--- src/rtl/plle2_seq_pkg.sv ---
// Shared definitions for the PLLE2 lock sequencer: state encoding and the
// width of the lock-loss statistics counter.
package plle2_seq_pkg;

  typedef enum logic [1:0] {
    ST_RESET     = 2'd0,
    ST_WAIT_LOCK = 2'd1,
    ST_RUN       = 2'd2,
    ST_FAIL      = 2'd3
  } state_e;

  localparam int RELOCK_W = 8;

endpackage

--- src/rtl/plle2_lock_seq_sync_2ff.sv ---
// Two-flop synchronizer for a single asynchronous level into the CLK domain.
module sync_2ff (
  input  logic clk_i,
  input  logic rst_ni,
  input  logic d_i,
  output logic q_o
);

  logic meta_q;
  logic sync_q;

  always_ff @(posedge clk_i or negedge rst_ni) begin
    if (!rst_ni) begin
      meta_q <= 1'b0;
      sync_q <= 1'b0;
    end else begin
      meta_q <= d_i;
      sync_q <= meta_q;
    end
  end

  assign q_o = sync_q;

endmodule

--- src/rtl/plle2_lock_seq.sv ---
// PLL reset / input-select sequencer with LOCKED debouncing and bounded retry.
// Define PLLE2_LOCK_SEQ_STATS_EN to implement the lock-loss counter O_RELOCK_CNT.
module plle2_lock_seq
  import plle2_seq_pkg::*;
#(
  parameter int RST_CYCLES   = 64,
  parameter int LOCK_FILTER  = 16,
  parameter int LOCK_TIMEOUT = 1000000,
  parameter int MAX_RETRY    = 3
) (
  input  logic                CLK,
  input  logic                RSTN,
  input  logic                I_CLKINSEL,
  input  logic                I_LOCKED,
  output logic                O_PLL_RST,
  output logic                O_CLKINSEL,
  output logic                O_READY,
  output logic                O_FAIL,
  output logic [1:0]          O_STATE,
  output logic [RELOCK_W-1:0] O_RELOCK_CNT
);

  localparam int RST_W   = $clog2(RST_CYCLES + 1);
  localparam int FILT_W  = $clog2(LOCK_FILTER + 1);
  localparam int TO_W    = $clog2(LOCK_TIMEOUT + 1);
  localparam int RETRY_W = $clog2(MAX_RETRY + 1);

  localparam logic [RST_W-1:0]   RST_LAST   = RST_W'(RST_CYCLES - 1);
  localparam logic [FILT_W-1:0]  FILT_LAST  = FILT_W'(LOCK_FILTER - 1);
  localparam logic [TO_W-1:0]    TO_LAST    = TO_W'(LOCK_TIMEOUT - 1);
  localparam logic [RETRY_W-1:0] RETRY_LAST = RETRY_W'(MAX_RETRY - 1);

  logic sel_s;
  logic lock_s;

  sync_2ff u_sync_sel (
    .clk_i  (CLK),
    .rst_ni (RSTN),
    .d_i    (I_CLKINSEL),
    .q_o    (sel_s)
  );

  sync_2ff u_sync_lock (
    .clk_i  (CLK),
    .rst_ni (RSTN),
    .d_i    (I_LOCKED),
    .q_o    (lock_s)
  );

  state_e               state_q;
  logic [RST_W-1:0]     rst_cnt_q;
  logic [FILT_W-1:0]    filt_q;
  logic [TO_W-1:0]      to_cnt_q;
  logic [RETRY_W-1:0]   retry_q;
  logic                 pll_rst_q;
  logic                 clkinsel_q;
  logic                 ready_q;
  logic                 fail_q;
  logic                 sel_chg;

  // Inside RESET a differing select only restarts the pulse, handled in the FSM.
  assign sel_chg = (state_q != ST_RESET) && (sel_s != clkinsel_q);

  always_ff @(posedge CLK or negedge RSTN) begin
    if (!RSTN) begin
      state_q    <= ST_RESET;
      rst_cnt_q  <= '0;
      filt_q     <= '0;
      to_cnt_q   <= '0;
      retry_q    <= '0;
      pll_rst_q  <= 1'b1;
      clkinsel_q <= 1'b0;
      ready_q    <= 1'b0;
      fail_q     <= 1'b0;
    end else if (sel_chg) begin
      state_q    <= ST_RESET;
      rst_cnt_q  <= '0;
      retry_q    <= '0;
      pll_rst_q  <= 1'b1;
      clkinsel_q <= sel_s;
      ready_q    <= 1'b0;
      fail_q     <= 1'b0;
    end else begin
      case (state_q)
        ST_RESET: begin
          if (sel_s != clkinsel_q) begin
            clkinsel_q <= sel_s;
            rst_cnt_q  <= '0;
          end else if (rst_cnt_q == RST_LAST) begin
            state_q   <= ST_WAIT_LOCK;
            pll_rst_q <= 1'b0;
            rst_cnt_q <= '0;
            filt_q    <= '0;
            to_cnt_q  <= '0;
          end else begin
            rst_cnt_q <= rst_cnt_q + 1'b1;
          end
        end
        ST_WAIT_LOCK: begin
          to_cnt_q <= to_cnt_q + 1'b1;
          filt_q   <= lock_s ? filt_q + 1'b1 : '0;
          // Filter completion takes priority over a coincident timeout.
          if (lock_s && (filt_q == FILT_LAST)) begin
            state_q <= ST_RUN;
            ready_q <= 1'b1;
            retry_q <= '0;
          end else if (to_cnt_q == TO_LAST) begin
            retry_q   <= retry_q + 1'b1;
            pll_rst_q <= 1'b1;
            rst_cnt_q <= '0;
            if (retry_q == RETRY_LAST) begin
              state_q <= ST_FAIL;
              fail_q  <= 1'b1;
            end else begin
              state_q <= ST_RESET;
            end
          end
        end
        ST_RUN: begin
          if (!lock_s) begin
            state_q   <= ST_RESET;
            ready_q   <= 1'b0;
            pll_rst_q <= 1'b1;
            rst_cnt_q <= '0;
          end
        end
        ST_FAIL: begin
          pll_rst_q <= 1'b1;
          fail_q    <= 1'b1;
        end
        default: state_q <= ST_RESET;
      endcase
    end
  end

  assign O_PLL_RST  = pll_rst_q;
  assign O_CLKINSEL = clkinsel_q;
  assign O_READY    = ready_q;
  assign O_FAIL     = fail_q;
  assign O_STATE    = state_q;

`ifdef PLLE2_LOCK_SEQ_STATS_EN
  logic                lock_loss;
  logic [RELOCK_W-1:0] relock_q;
  logic [RELOCK_W-1:0] relock_d;

  // A select change in the same cycle is a deliberate switch, not a lock loss.
  assign lock_loss = (state_q == ST_RUN) && (sel_s == clkinsel_q) && !lock_s;

  always_comb begin
    relock_d = relock_q;
    if (lock_loss && (relock_q != {RELOCK_W{1'b1}})) begin
      relock_d = relock_q + 1'b1;
    end
  end

  always_ff @(posedge CLK or negedge RSTN) begin
    if (!RSTN) begin
      relock_q <= '0;
    end else begin
      relock_q <= relock_d;
    end
  end

  assign O_RELOCK_CNT = relock_q;
`else
  assign O_RELOCK_CNT = '0;
`endif

endmodule

--- config.mk ---
export PLATFORM = sky130hd
export DESIGN_NAME = plle2_lock_seq
export DESIGN_NICKNAME = d
export VERILOG_FILES = /design/src/rtl/plle2_seq_pkg.sv /design/src/rtl/plle2_lock_seq_sync_2ff.sv /design/src/rtl/plle2_lock_seq.sv
export SDC_FILE = /design/constraint.sdc
export NUM_CORES = 1
export LEC_CHECK = 0
export CELL_PAD_IN_SITES_DETAIL_PLACEMENT = 0
export CELL_PAD_IN_SITES_GLOBAL_PLACEMENT = 1
export CORE_UTILIZATION = 45
export DETAILED_ROUTE_END_ITERATION = 6
export PLACE_DENSITY_LB_ADDON = 0.25
export REMOVE_ABC_BUFFERS = 1
export SLEW_MARGIN = 20
export SYNTH_ARGS = -nofsm -noshare
export SYNTH_HDL_FRONTEND = slang
export SYNTH_SLANG_ARGS = --single-unit
export TNS_END_PERCENT = 20
--- constraint.sdc ---
create_clock -name CLK -period 2.44 [get_ports CLK]
set_clock_uncertainty 0.05 [all_clocks]
set_input_delay 0.488 -clock CLK [delete_from_list [all_inputs] [get_ports CLK]]
set_output_delay 0.488 -clock CLK [all_outputs]
set_load 0.01 [all_outputs]
==> flow_summary_export.csv, run 1 <==
group,metric,value,unit
power_and_ir_drop,vdd_drop_max,0.286,mV
yosys,synth_top_area_cell,"dfrtp_1",
yosys,synth_area_per_cell,9.25,um2
clock_tree,holdBufCountCts,0,
global_routing,grt_antenna_before_repair,0,
yosys,yosys-top-cells-count,"dfrtp_1 (43), nand2_1 (24), nand3_1 (23)",
clock_tree,htreeDepth,2,
sta,period_share,94.1,%
cells_and_area,antenna_cells,0,
worst_setup_path,arrival,2430,ps
global_routing,grt_max_degree,45,
yosys,ys_types,49,
worst_setup_path,r2r_end,"retry_q[1]",
clock_tree,worstSkewPairLatency,300,ps
floorplanning,start_util,47.9,%
cells_and_area,fillCellCount,513,
cells_and_area,drive_gt1_share,11.9,%
placement,port_buffers,9,
worst_setup_path,crit_required,2580,ps
sta,setup_violations,0,
routing,first_pass_iters,4,
floorplanning,die_w,76.9,um
worst_setup_path,slowest_stage,"or4b_4",
sta,period_needed,2300,ps
power_and_ir_drop,p_leak,0.00123,uW
yosys,syn-cell-area,2520,um2
floorplanning,die-area,5910,um2
status,status,"completed",
worst_setup_path,rr_worst_depth,5,
yosys,synth-main-ff-cell,"dfrtp_1",
yosys,yosys-top-cells-area,"dfrtp_1 (43%), ha_1 (5.0%), nand3_1 (4.6%)",
sta,drv_slew,0,
sta,rsz0062_at_grt,"no",
worst_setup_path,cp_slowest_stage_delay,550,ps
routing,vias,1991,
yosys,synth_seq_cells,44,
floorplanning,core,5270,um2
floorplanning,fp.dieH,76.9,um
worst_setup_path,critical_path_class,"flop to flop",
routing,drt_iter0_drc,102,
yosys,synth_edf_count,0,
yosys,post-synth-top-count-cell,"dfrtp_1",
global_routing,grt_pass1_wl,9230,um
cells_and_area,nNetsFinal,308,
clock_tree,cts_made_buffers,5,
worst_setup_path,critPathBufInv,0,
global_routing,grt_pass1_vias,1910,
sta,tightestPinTransition,681,ps
worst_setup_path,worstPathCellList,"or4b_4 > nor4_4 > a22o_1 > nor3b_1 > or3_1",
floorplanning,fp-row-count,26,
cells_and_area,final_cell_count_no_fill,365,
floorplanning,ios,18,
cells_and_area,area_delta_synth_final,13.1,%
worst_setup_path,startpoint_type,"flop",
routing,wl,5240,um
hold_path,hp-class,"input port to async pin",
clock_tree,clockBufferDepth,2,
yosys,yosys_warnings,0,
routing,final_antenna_net_count,0,
sta,clock.fmax,0.436,GHz
worst_setup_path,r2r_start,"to_cnt_q[13]",
cells_and_area,finish.instance_area,2860,um2
placement,dpl_worst_slack,174,ps
global_routing,overflow,0,
sta,hold_viol,0,
power_and_ir_drop,power_density,460,nW/um2
placement,dpl-instance-area,2760,um2
placement,place_inst,357,
run,drv_cap,0,
routing,vias_per_cell,5.45,
sta,setup_slack,144,ps
worst_setup_path,ff2ff_setup_slack,140,ps
cells_and_area,finalCoreUtilization,54.2,%
clock_tree,tritoncts,"done",
yosys,yosysSeqAreaShare,43.7,%
worst_setup_path,worstSetupEndpointType,"flop",
clock_tree,path_clk_slew,90,ps
yosys,postSynthCellCount,273,
clock_tree,cts_resized,0,
yosys,netlist.area_leader.share,42.6,%
worst_setup_path,cp_max_fo,6,
yosys,async_reset_ff_share,100,%
clock_tree,root_buffer,"clkbuf_8",
placement,dp_hpwl,3630,um
global_routing,grt_use_total,19.7,%
worst_setup_path,critPathTopFamily,"simple AND/OR/NAND/NOR gates",
routing,post_drt_wl_per_cell,14.4,um
clock_tree,post_cts.repair.setup_buffers,0,
placement,gp_congestion,0.808,
clock_tree,cts_sinks,44,
sta,maxSlewHeadroom,54.2,%
routing,drc,0,
through the flow:
step	setup TNS [ps]	power, uW	hold WS, ps
CTS	0	1330	117
global placement	0	842	283
global route	0	1370	126
detailed placement	0	844	289
finish	0	1320	108
floorplan	-8320	804	142
worst register-to-register path, stage by stage, from the launching register on:
cell and delay, ps:
dfrtp_1 440, or4b_4 550, nor4_4 480, a22o_1 240, nor3b_1 50, or3_1 370
power by group:
part | internal (uW) | switching [uW]
Combinational | 27.8 | 47.3
Clock | 230 | 257
Sequential | 741 | 11.7
Total | 999 | 316
kinds of logic after synthesis:
family	synth area share, %
DFF	43.7
and+or+nand+nor	26.7
other	0.149
adders and majority gates	4.96
buffers and inverters	5.50
xor gates and xnor gates	3.12
muxes	1.19
AOI/OAI and AO/OA	14.8
area by class of cell:
type,count,area [um2],share of cell area (%)
clock inverters,1,7.51,0.263
inverters,10,37.5,1.31
clock buffers,7,86.3,3.02
repair buffers,26,225,7.88
flip-flops and latches,44,1100,38.6
multi-input cells,207,1310,45.9
well taps,70,87.6,3.07
cells in the final DEF (no fill, tap or decap), types with 3 or more instances in the layout:
cell type	synthesis	layout
dfrtp_1	43	43
nand2_1	24	24
nand3_1	23	23
nor2_1	20	20
o21ai_0	20	20
buf_4	8	16
inv_1	10	10
nand4_1	10	10
ha_1	10	10
xor2_1	8	8
conb_1	1	8
clkdlybuf4s50_1	0	8
and3_1	7	7
or4_1	6	6
a21oi_1	6	6
clkbuf_8	0	6
nand2b_1	5	5
nor3_1	5	5
nor3b_1	5	5
o31ai_1	4	4
a22o_1	3	3
a31oi_1	3	3
mux2i_1	3	3
nor4_1	3	3
registers in the layout (all words and copies together), names as in the netlist:
| register | cells |
|---|---|
| O_CLKINSEL | 1 |
| O_FAIL | 1 |
| O_PLL_RST | 1 |
| O_READY | 1 |
| O_STATE | 2 |
| filt_q | 5 |
| retry_q | 2 |
| rst_cnt_q | 7 |
| to_cnt_q | 20 |
| u_sync_lock.meta_q | 1 |
| u_sync_lock.q_o | 1 |
| u_sync_sel.meta_q | 1 |
| u_sync_sel.q_o | 1 |
worst max-delay path by stage:
stage	startpoint	endpoint	slack, ps	depth (start not counted)
2_1_floorplan	O_STATE[1]	to_cnt_q[19]	-700	7
3_3_place_gp	to_cnt_q[13]	retry_q[1]	170	5
3_5_place_dp	to_cnt_q[13]	retry_q[1]	170	5
4_1_cts	to_cnt_q[13]	retry_q[1]	160	5
5_1_grt	to_cnt_q[13]	retry_q[1]	50	5
6_report	to_cnt_q[13]	retry_q[1]	140	5
per-layer routing:
| layer | GRT usage, % | up-vias | routed length [um] |
|---|---|---|---|
| li1 | - | 1013 | - |
| met1 | 27.3 | 951 | 2670 |
| met2 | 30.0 | 22 | 2390 |
| met3 | 4.64 | 5 | 137 |
| met4 | 6.35 | 0 | 53 |
| met5 | 0 | - | 0 |
No activity file was read; power rests on OpenSTA's default activity.
==> run 2, diff against run 1 <==
Settings changed: CORE_ASPECT_RATIO set to 1.2.
==> flow_summary_export.csv, run 2 (synthesis results as in run 1) <==
group,metric,value,unit
sta,period_share,92.2,%
worst_setup_path,slowest_stage,"or4_1",
clock_tree,cts_made_buffers,5,
clock_tree,cts_resized,0,
sta,timing.hold.ws,97.4,ps
sta,finalSetupTns,0,ps
placement,gp_congestion,0.836,
worst_setup_path,critical_path_class,"flop to flop",
cells_and_area,top_register,"to_cnt_q",
clock_tree,tritoncts,"done",
global_routing,overflow,0,
clock_tree,path_clk_slew,90,ps
worst_setup_path,crit_start,"to_cnt_q[15]",
routing,vias,1993,
status,status,"completed",
worst_setup_path,r2r_start,"to_cnt_q[15]",
routing,vias_per_cell,5.61,
routing,wl,5040,um
cells_and_area,final_cell_count_no_fill,355,
power_and_ir_drop,pwr-share-comb,5.5,%
cells_and_area,nNetsFinal,306,
global_routing,grt_max_degree,26,
global_routing,grt_pass1_wl,9020,um
worst_setup_path,worstPathCellList,"or4_1 > nor4_4 > buf_4 > a31oi_4 > or2_4 > o31ai_1",
worst_setup_path,arrival,2400,ps
cells_and_area,largest_reg_flops,20,
placement,port_buffers,9,
clock_tree,htreeDepth,2,
cells_and_area,area_delta_synth_final,11.6,%
floorplanning,ios,18,
sta,setup_violations,0,
clock_tree,root_buffer,"clkbuf_8",
power_and_ir_drop,internal_power,993,uW
cells_and_area,final_common_cell,"dfrtp_1",
worst_setup_path,ff2ff_setup_slack,190,ps
clock_tree,clockBufferDepth,2,
power_and_ir_drop,vdd_drop_max,0.230,mV
floorplanning,fp.dieH,84.1,um
global_routing,met3_usage,3.26,%
floorplanning,start_util,47.3,%
clock_tree,worstSkewPairLatency,290,ps
power_and_ir_drop,p_switching,304,uW
worst_setup_path,r2r_end,"rst_cnt_q[5]",
routing,drc,0,
floorplanning,core,5330,um2
power_and_ir_drop,p_leak,0.00122,uW
global_routing,grt_use_total,19.0,%
worst_setup_path,crit_required,2590,ps
placement,place_inst,346,
power_and_ir_drop,power_density,460,nW/um2
placement,dp_hpwl,3660,um
sta,tightestPinTransition,659,ps
sta,rsz0062_at_grt,"no",
floorplanning,fp-row-count,29,
clock_tree,cts_sinks,44,
power_and_ir_drop,swShare,23.4,%
sta,maxSlewHeadroom,55.7,%
sta,hold_viol,0,
cells_and_area,drive_gt1_share,11.6,%
sta,period_needed,2250,ps
routing,post_drt_wl_per_cell,14.2,um
sta,clock.fmax,0.444,GHz
cells_and_area,layout_common_cells,"dfrtp_1 (43), nand2_1 (24), nand3_1 (23)",
run,drv_cap,0,
hold_path,hp-class,"input port to async pin",
global_routing,grt-busiest-layer,"met2",
routing,first_pass_iters,4,
routing,final_antenna_net_count,0,
routing,drt_iter0_drc,90,
cells_and_area,fillCellCount,503,
power_and_ir_drop,p_clk_share,36.5,%
global_routing,grt.met2_usage,30.6,%
worst_setup_path,cp_max_fo,9,
worst_setup_path,cp_slowest_stage_delay,580,ps
power_and_ir_drop,seq_power_share,58.0,%
global_routing,grtUsageMet1,25.4,%
cells_and_area,reg.largest.list,"to_cnt_q x20, rst_cnt_q x7, filt_q x5",
worst_setup_path,startpoint_type,"flop",
cells_and_area,antenna_cells,0,
worst_setup_path,rr_worst_depth,6,
floorplanning,die_w,70.4,um
sta,drv_slew,0,
floorplanning,die-area,5920,um2
global_routing,grt_pass1_vias,1926,
worst_setup_path,worstSetupEndpointType,"flop",
global_routing,grt_antenna_before_repair,0,
power_and_ir_drop,power.total,1300,uW
## run 2: metal layers
layer	part of all wire, %	wire, um
met3	1.9	98
met1	49	2450
met5	0	0
met4	1.6	80
met2	48	2410
## run 2: final cells by class
cell class | instances | area [um2] | share of cell area [%]
multi-input combinational | 207 | 1310 | 46.5
sequential | 44 | 1100 | 39.1
timing repair buffer | 24 | 198 | 7.02
clock buffer | 6 | 82.6 | 2.93
tap | 62 | 77.6 | 2.75
inverter | 10 | 37.5 | 1.33
clock inverter | 2 | 10.0 | 0.355
## run 2: per-stage QoR
step,area [um2],setup slack [ps],util [%]
final,2820,190,52.8
after detailed placement,2720,143,50.9
after floorplan,2450,-703,-
after global placement,2720,209,50.9
after global routing,2820,62.2,52.8
after CTS,2810,126,52.7
## run 2: how the worst max path moves through the flow
stage | to | depth (start not counted)
2_1_floorplan | to_cnt_q[19] | 7
3_3_place_gp | rst_cnt_q[5] | 5
3_5_place_dp | rst_cnt_q[5] | 5
4_1_cts | rst_cnt_q[5] | 5
5_1_grt | rst_cnt_q[5] | 8
6_report | rst_cnt_q[5] | 6
## run 2: critical path: cells and delay by family (launching register included)
family | cells | cell delay (ps)
buf+inv | 1 | 180
flops | 1 | 430
simple gates | 3 | 1140
compound gates | 2 | 370
## run 2: repair_timing
action                                  4_1_cts  5_1_grt
endpoints found under the setup margin        0        1
hold buffers                                  0        0
setup buffers                                 0        1
## run 2: power groups by stage
| stage | combinational [uW] | sequential (uW) | clock (uW) |
|---|---|---|---|
| finish | 71.5 | 752 | 473 |
| global route | 83.3 | 754 | 521 |
| floorplan | 39.5 | 764 | 0 |
| CTS | 73.3 | 752 | 496 |
| detailed placement | 72.9 | 767 | 0 |
| global placement | 72.6 | 766 | 0 |
==> run 3, diff against run 2 <==
Settings changed: CTS_CLUSTER_DIAMETER set to 40.
==> results of run 3 <==
The final DEF is identical to that of run 2; final timing and power are the same.
